## config.mk

```make
export PLATFORM = sky130hd
export DESIGN_NAME = mac_operand_streamer
export DESIGN_NICKNAME = d
export VERILOG_FILES = /design/src/rtl/mac_operand_streamer_pkg.sv /design/src/rtl/mac_operand_streamer_window_addr_gen.sv /design/src/rtl/mac_operand_streamer.sv
export SDC_FILE = /design/constraint.sdc
export NUM_CORES = 1
export LEC_CHECK = 0
export BUFFER_PORTS_ARGS = -buffer_cell sky130_fd_sc_hd__buf_2
export CAP_MARGIN = 10
export CORE_UTILIZATION = 53
export CTS_BUF_LIST = sky130_fd_sc_hd__clkbuf_16
export DETAILED_ROUTE_END_ITERATION = 6
export GPL_TIMING_DRIVEN = 0
export PLACE_DENSITY = 0.95
export SLEW_MARGIN = 30
export SYNTH_ARGS = -nofsm -noshare
export SYNTH_HDL_FRONTEND = slang
export SYNTH_SLANG_ARGS = --single-unit
```

## constraint.sdc

```tcl
create_clock -name clk_i -period 4.8 [get_ports clk_i]
set_input_delay 0.72 -clock clk_i [delete_from_list [all_inputs] [get_ports clk_i]]
set_output_delay 0.72 -clock clk_i [all_outputs]
set_load 0.02 [all_outputs]
```

## src/rtl/mac_operand_streamer_pkg.sv

```systemverilog
// Shared types and constants for mac_operand_streamer: FSM state encoding
// and the result-timeout behaviour.
package pkg_parameters;

  typedef enum logic [2:0] {
    IDLE,
    PRIME,
    FETCH,
    DRAIN,
    TERM,
    WAIT_RES,
    OUT
  } state_e;

  localparam int RESULT_TIMEOUT_CYCLES = 4;

  // Sliced down to the result width by the user.
  localparam logic [63:0] TIMEOUT_RESULT = '1;

endpackage

```

## src/rtl/mac_operand_streamer_window_addr_gen.sv

```systemverilog
// Window address generator: j-inner/i-outer counters, feature-map row-stride
// accumulator, kernel address counter and last-element flag.
module window_addr_gen #(
  parameter int KERNEL_SIZE = 3,
  parameter int FIN_WIDTH   = 28,
  parameter int ADDR_WIDTH  = 10
) (
  input  logic                  clk_i,
  input  logic                  rst_i,
  input  logic                  load_i,
  input  logic                  step_i,
  input  logic [ADDR_WIDTH-1:0] win_row_i,
  input  logic [ADDR_WIDTH-1:0] win_col_i,
  output logic [ADDR_WIDTH-1:0] fin_addr_o,
  output logic [ADDR_WIDTH-1:0] ker_addr_o,
  output logic                  last_o
);

  localparam int IW = (KERNEL_SIZE > 1) ? $clog2(KERNEL_SIZE) : 1;
  localparam logic [IW-1:0]         K_LAST = IW'(KERNEL_SIZE - 1);
  localparam logic [ADDR_WIDTH-1:0] STRIDE = ADDR_WIDTH'(FIN_WIDTH);

  logic [IW-1:0]         i_q, j_q;
  logic [ADDR_WIDTH-1:0] row_base_q, col_q, ker_q;

  always_ff @(posedge clk_i or posedge rst_i) begin
    if (rst_i) begin
      i_q        <= '0;
      j_q        <= '0;
      row_base_q <= '0;
      col_q      <= '0;
      ker_q      <= '0;
    end else if (load_i) begin
      i_q        <= '0;
      j_q        <= '0;
      // Constant multiply once per window; rows after that only add the stride.
      row_base_q <= win_row_i * STRIDE;
      col_q      <= win_col_i;
      ker_q      <= '0;
    end else if (step_i) begin
      ker_q <= ker_q + ADDR_WIDTH'(1);
      if (j_q == K_LAST) begin
        j_q        <= '0;
        i_q        <= i_q + IW'(1);
        row_base_q <= row_base_q + STRIDE;
      end else begin
        j_q <= j_q + IW'(1);
      end
    end
  end

  assign fin_addr_o = row_base_q + col_q + ADDR_WIDTH'(j_q);
  assign ker_addr_o = ker_q;
  assign last_o     = (i_q == K_LAST) && (j_q == K_LAST);

endmodule

```

## src/rtl/mac_operand_streamer.sv

```systemverilog
// Streams one KxK window of feature map and kernel into a MAC, terminates the
// burst with the bias and returns the MAC result. MAC_OPERAND_STREAMER_RELU_EN clamps negatives.
module mac_operand_streamer
  import pkg_parameters::*;
#(
  parameter int INPUT_BIT_RESOLUTION  = 8,
  parameter int OUTPUT_BIT_RESOLUTION = 32,
  parameter int KERNEL_SIZE           = 3,
  parameter int FIN_WIDTH             = 28,
  parameter int ADDR_WIDTH            = 10
) (
  input  logic                             clk_i,
  input  logic                             rst_i,
  input  logic                             start_i,
  input  logic [ADDR_WIDTH-1:0]            win_row_i,
  input  logic [ADDR_WIDTH-1:0]            win_col_i,
  output logic                             busy_o,
  output logic                             err_o,
  output logic [ADDR_WIDTH-1:0]            fin_addr_o,
  output logic                             fin_en_o,
  input  logic [INPUT_BIT_RESOLUTION-1:0]  fin_rdata_i,
  output logic [ADDR_WIDTH-1:0]            ker_addr_o,
  output logic                             ker_en_o,
  input  logic [INPUT_BIT_RESOLUTION-1:0]  ker_rdata_i,
  input  logic [OUTPUT_BIT_RESOLUTION-1:0] bias_i,
  output logic                             mac_fin_and_kernel_valid_o,
  output logic [INPUT_BIT_RESOLUTION-1:0]  mac_fin_data_o,
  output logic [INPUT_BIT_RESOLUTION-1:0]  mac_kernel_data_o,
  output logic [OUTPUT_BIT_RESOLUTION-1:0] mac_kernel_bias_o,
  input  logic                             mac_valid_i,
  input  logic [OUTPUT_BIT_RESOLUTION-1:0] mac_data_i,
  output logic                             mac_ready_o,
  output logic                             res_valid_o,
  output logic [OUTPUT_BIT_RESOLUTION-1:0] res_data_o,
  input  logic                             res_ready_i
);

  localparam int TO_W = $clog2(RESULT_TIMEOUT_CYCLES);
  localparam logic [TO_W-1:0] TO_LAST = TO_W'(RESULT_TIMEOUT_CYCLES - 1);

  state_e state_q, state_d;

  logic                             start_acc, rd_issue, op_valid, bias_en, ready;
  logic                             rd_vld_q, last, to_hit;
  logic [TO_W-1:0]                  to_cnt_q;
  logic [OUTPUT_BIT_RESOLUTION-1:0] bias_q, res_q, res_in;
  logic                             err_q;
  logic [ADDR_WIDTH-1:0]            fin_addr, ker_addr;

  assign start_acc = (state_q == IDLE) && start_i;
  assign to_hit    = (state_q == WAIT_RES) && !mac_valid_i && (to_cnt_q == TO_LAST);

  window_addr_gen #(
    .KERNEL_SIZE (KERNEL_SIZE),
    .FIN_WIDTH   (FIN_WIDTH),
    .ADDR_WIDTH  (ADDR_WIDTH)
  ) u_addr (
    .clk_i      (clk_i),
    .rst_i      (rst_i),
    .load_i     (start_acc),
    .step_i     (rd_issue),
    .win_row_i  (win_row_i),
    .win_col_i  (win_col_i),
    .fin_addr_o (fin_addr),
    .ker_addr_o (ker_addr),
    .last_o     (last)
  );

  always_ff @(posedge clk_i or posedge rst_i) begin
    if (rst_i) state_q <= IDLE;
    else       state_q <= state_d;
  end

  always_comb begin
    state_d  = state_q;
    rd_issue = 1'b0;
    op_valid = 1'b0;
    bias_en  = 1'b0;
    ready    = 1'b0;
    case (state_q)
      IDLE:     if (start_i) state_d = PRIME;
      // Element (0,0) is read here so its data lands on the second beat.
      PRIME: begin
        rd_issue = 1'b1;
        op_valid = 1'b1;
        bias_en  = 1'b1;
        state_d  = last ? DRAIN : FETCH;
      end
      FETCH: begin
        rd_issue = 1'b1;
        op_valid = 1'b1;
        bias_en  = 1'b1;
        if (last) state_d = DRAIN;
      end
      DRAIN: begin
        op_valid = 1'b1;
        bias_en  = 1'b1;
        state_d  = TERM;
      end
      TERM: begin
        bias_en = 1'b1;
        ready   = 1'b1;
        state_d = WAIT_RES;
      end
      WAIT_RES: begin
        bias_en = 1'b1;
        ready   = 1'b1;
        if (mac_valid_i || to_hit) state_d = OUT;
      end
      OUT:      if (res_ready_i) state_d = IDLE;
      default:  state_d = IDLE;
    endcase
  end

`ifdef MAC_OPERAND_STREAMER_RELU_EN
  assign res_in = mac_data_i[OUTPUT_BIT_RESOLUTION-1] ? '0 : mac_data_i;
`else
  assign res_in = mac_data_i;
`endif

  always_ff @(posedge clk_i or posedge rst_i) begin
    if (rst_i) begin
      rd_vld_q <= 1'b0;
      bias_q   <= '0;
      err_q    <= 1'b0;
      to_cnt_q <= '0;
      res_q    <= '0;
    end else begin
      rd_vld_q <= rd_issue;
      to_cnt_q <= (state_q == WAIT_RES) ? to_cnt_q + TO_W'(1) : '0;
      if (start_acc) begin
        bias_q <= bias_i;
        err_q  <= 1'b0;
      end
      if (state_q == WAIT_RES) begin
        if (mac_valid_i) begin
          res_q <= res_in;
        end else if (to_hit) begin
          res_q <= TIMEOUT_RESULT[OUTPUT_BIT_RESOLUTION-1:0];
          err_q <= 1'b1;
        end
      end
    end
  end

  // Read data is only meaningful the cycle after a read; otherwise drive zeros.
  assign mac_fin_data_o             = rd_vld_q ? fin_rdata_i : '0;
  assign mac_kernel_data_o          = rd_vld_q ? ker_rdata_i : '0;
  assign mac_fin_and_kernel_valid_o = op_valid;
  assign mac_kernel_bias_o          = bias_en ? bias_q : '0;
  assign mac_ready_o                = ready;

  assign fin_en_o   = rd_issue;
  assign ker_en_o   = rd_issue;
  assign fin_addr_o = rd_issue ? fin_addr : '0;
  assign ker_addr_o = rd_issue ? ker_addr : '0;

  assign busy_o      = (state_q != IDLE);
  assign err_o       = err_q;
  assign res_valid_o = (state_q == OUT);
  assign res_data_o  = res_q;

endmodule

```

==> reports/results.ini <==
[pwr]
cellLeakagePower_nw = 3.70
total_power_mw = 5.03
ir_drop_uv = 346
power.density_nw_per_um2 = 723

[die]
start_util_pct = 54.9
die-area_um2 = 10600
fp-row-count = 36
die_y_um = 103
core_area_um2 = 9820
chipWidth_um = 103
io_pins = 212

[routing]
drc = 0
drt_iter0_markers = 113
via_count = 4745
avgViaCountPerCell = 5.15
routedWlPerCell_um = 14.4
drt_wl_total_um = 13200
firstDrtPassIters = 4
ant_nets = 0

[clock_tree]
cts_setup_buffers = 0
cts_hold_buf = 0
clk_path_buf_depth = 2
root_buffer = clkbuf_16
worstSkewPairLatency_ns = 0.34
clk_pin_slew_worst_paths_ns = 0.07
cts.sinks = 103
cts_resized = 0
cts-buffers-inserted = 9
tritoncts = yes
htree_levels = 3

[sta]
slew_headroom_pct = 63.0
setup_violations = 0
fin_crit_sh_pct = 76.1
max_freq_mhz = 274
fin_crit_ns = 3.65
skew_ns = 0.00614
finalSetupTns_ns = 0
maxSlewViolCount = 0
hold_viol = 0
rsz0062_at_grt = no
whs_ns = 0.396
worstMarginPinSlew_ns = 0.556

[placement]
place_inst = 906
gp_congestion = 0.861
io_buffers = 209
dpl.hpwl_um = 10200

[global_routing]
grtUsageTotal_pct = 24.9
grt_pass1_wl_um = 20100
grt_max_degree = 58
antenna_found_initial = 0
first_global_vias = 4368
gr-total-overflow = 0

[worst_setup_path]
cp_max_fo = 5
path_buf_inv = 1
crit_required_ns = 4.08
crit_type = reg2out
cp_cell_sequence = ha_1 -> ha_1 -> fa_1 -> a211oi_1 -> o21bai_1 -> a31oi_1 -> xnor2_1 -> nor2_1 -> buf_2
worstSetupStartpointType = flop
crit_path_max_incr_delay_ns = 0.44
critical-path-slowest-cell = fa_1
path_common_cell = ha_1
cp_top_family = adder cells
cp.arrival_ns = 2.93
worstSetupEndpointType = primary output

[outcome]
status = completed

[logic_synthesis]
synth_top_area_cell = dfrtp_1
ys.flop_type = dfrtp_1
syn_area_per_cell_um2 = 9.57
ys_seq_elements = 103
synth-edff-count = 0
ys_seq_area_share_pct = 47.8
synthTopCellsByArea = dfrtp_1, nand2_1, and2_1
postSynth.asyncResetShare_pct = 100
synthCells = 563
syn_nets = 702
ys_warn_count = 0
synth_cell_type_count = 48
synth_area_um2 = 5390
synth_top_area_share_pct = 47.8

[finish]
layout_commonest_cell = buf_2
post-route-util_pct = 70.7
area_growth_pct = 28.9
antenna_cells = 0
nets = 923
multi_input_area_um2 = 2640
seq_area_um2 = 2580
layout_common_cells = buf_2, nand2_1, dfrtp_1
final_cells = 922
final_layout_size_suffix_gt1_share_pct = 32.2
final.fill_count = 795

[job]
maxCapViolCount = 0

[min_path]
hold_path.class = in2async

-- Yosys cell counts, types with 2 or more instances --
cell	count
dfrtp_1	103
buf_2	13
a21o_1	4
inv_1	6
mux2_2	2
nand4_1	2
nand3_1	6
nor3_1	4
fa_1	7
a21oi_1	19
o21bai_1	4
nand3b_1	2
xor2_1	11
nand2b_1	3
nand2_1	147
clkbuf_1	10
and2_1	64
ha_1	27
o22a_1	32
o21a_1	2
buf_4	4
o21ai_0	17
or3_1	4
nor2b_1	2
buf_1	3
nor2_1	29
and3_1	2
xnor2_1	10
a211oi_1	5
-- routing by layer --
layer / GRT usage (%) / up-vias / wire, um
met3: 4.41 / 19 / 740
met4: 7.48 / 0 / 202
met5: 0 / - / 0
met2: 47.1 / 165 / 7030
li1: - / 2321 / -
met1: 28.5 / 2240 / 5270
-- sequential cells by signal, summed over array words and instances, names as in the netlist --
register and flops:
state_q 3, res_data_o 32, u_addr.row_base_q 8, u_addr.i_q 2, rd_vld_q 1, u_addr.j_q 2
bias_q 32, err_o 1, u_addr.ker_addr_o 10, to_cnt_q 2, u_addr.col_q 10
-- layout make-up --
cell class / instances / area share (%)
buffer: 30 / 2.07
clock buffer: 9 / 3.24
clock inverter: 7 / 1.28
inverter: 7 / 0.450
multi-input combinational: 423 / 38.0
sequential: 103 / 37.1
tap: 133 / 2.40
timing repair buffer: 210 / 15.5
-- through the flow --
stage	worst slack [ns]	cell area, um2
finish	1.15	6950
global route	1.09	6950
CTS	1.16	6950
detailed placement	1.54	6630
global placement	0.238	6600
floorplan	1.38	5390
-- power breakdown --
group | total (mW) | switching (mW) | internal [mW]
Clock | 0.765 | 0.346 | 0.419
Sequential | 1.49 | 0.238 | 1.25
Combinational | 2.77 | 1.71 | 1.07
Total | 5.03 | 2.29 | 2.73
-- cell families (layout without fill, tap and decap cells) --
logic type	count (synthesis)	after routing	share of synthesized area, %
simple gates	272	272	23.8
flops	103	103	47.8
compound gates	93	93	12.2
buf+inv	37	263	3.16
fa+ha+maj	34	34	8.87
xor+xnor	22	22	3.72
mux	2	2	0.418
-- worst paths after layout --
check                      cells past startpoint  slack (ns)               to          start
setup / recovery                               9        1.15    fin_addr_o[9]  u_addr.j_q[1]
hold / removal                                 2        0.40   res_data_o[12]          rst_i
setup reg to reg                               6        2.90   res_data_o[10]     state_q[1]
hold reg to reg                                1        0.45      to_cnt_q[0]    to_cnt_q[0]
max in group asynchronous                      3        3.78  u_addr.col_q[3]          rst_i
min in group clk_i                             1        0.45      to_cnt_q[0]    to_cnt_q[0]
No activity file was read; power rests on OpenSTA's default activity.
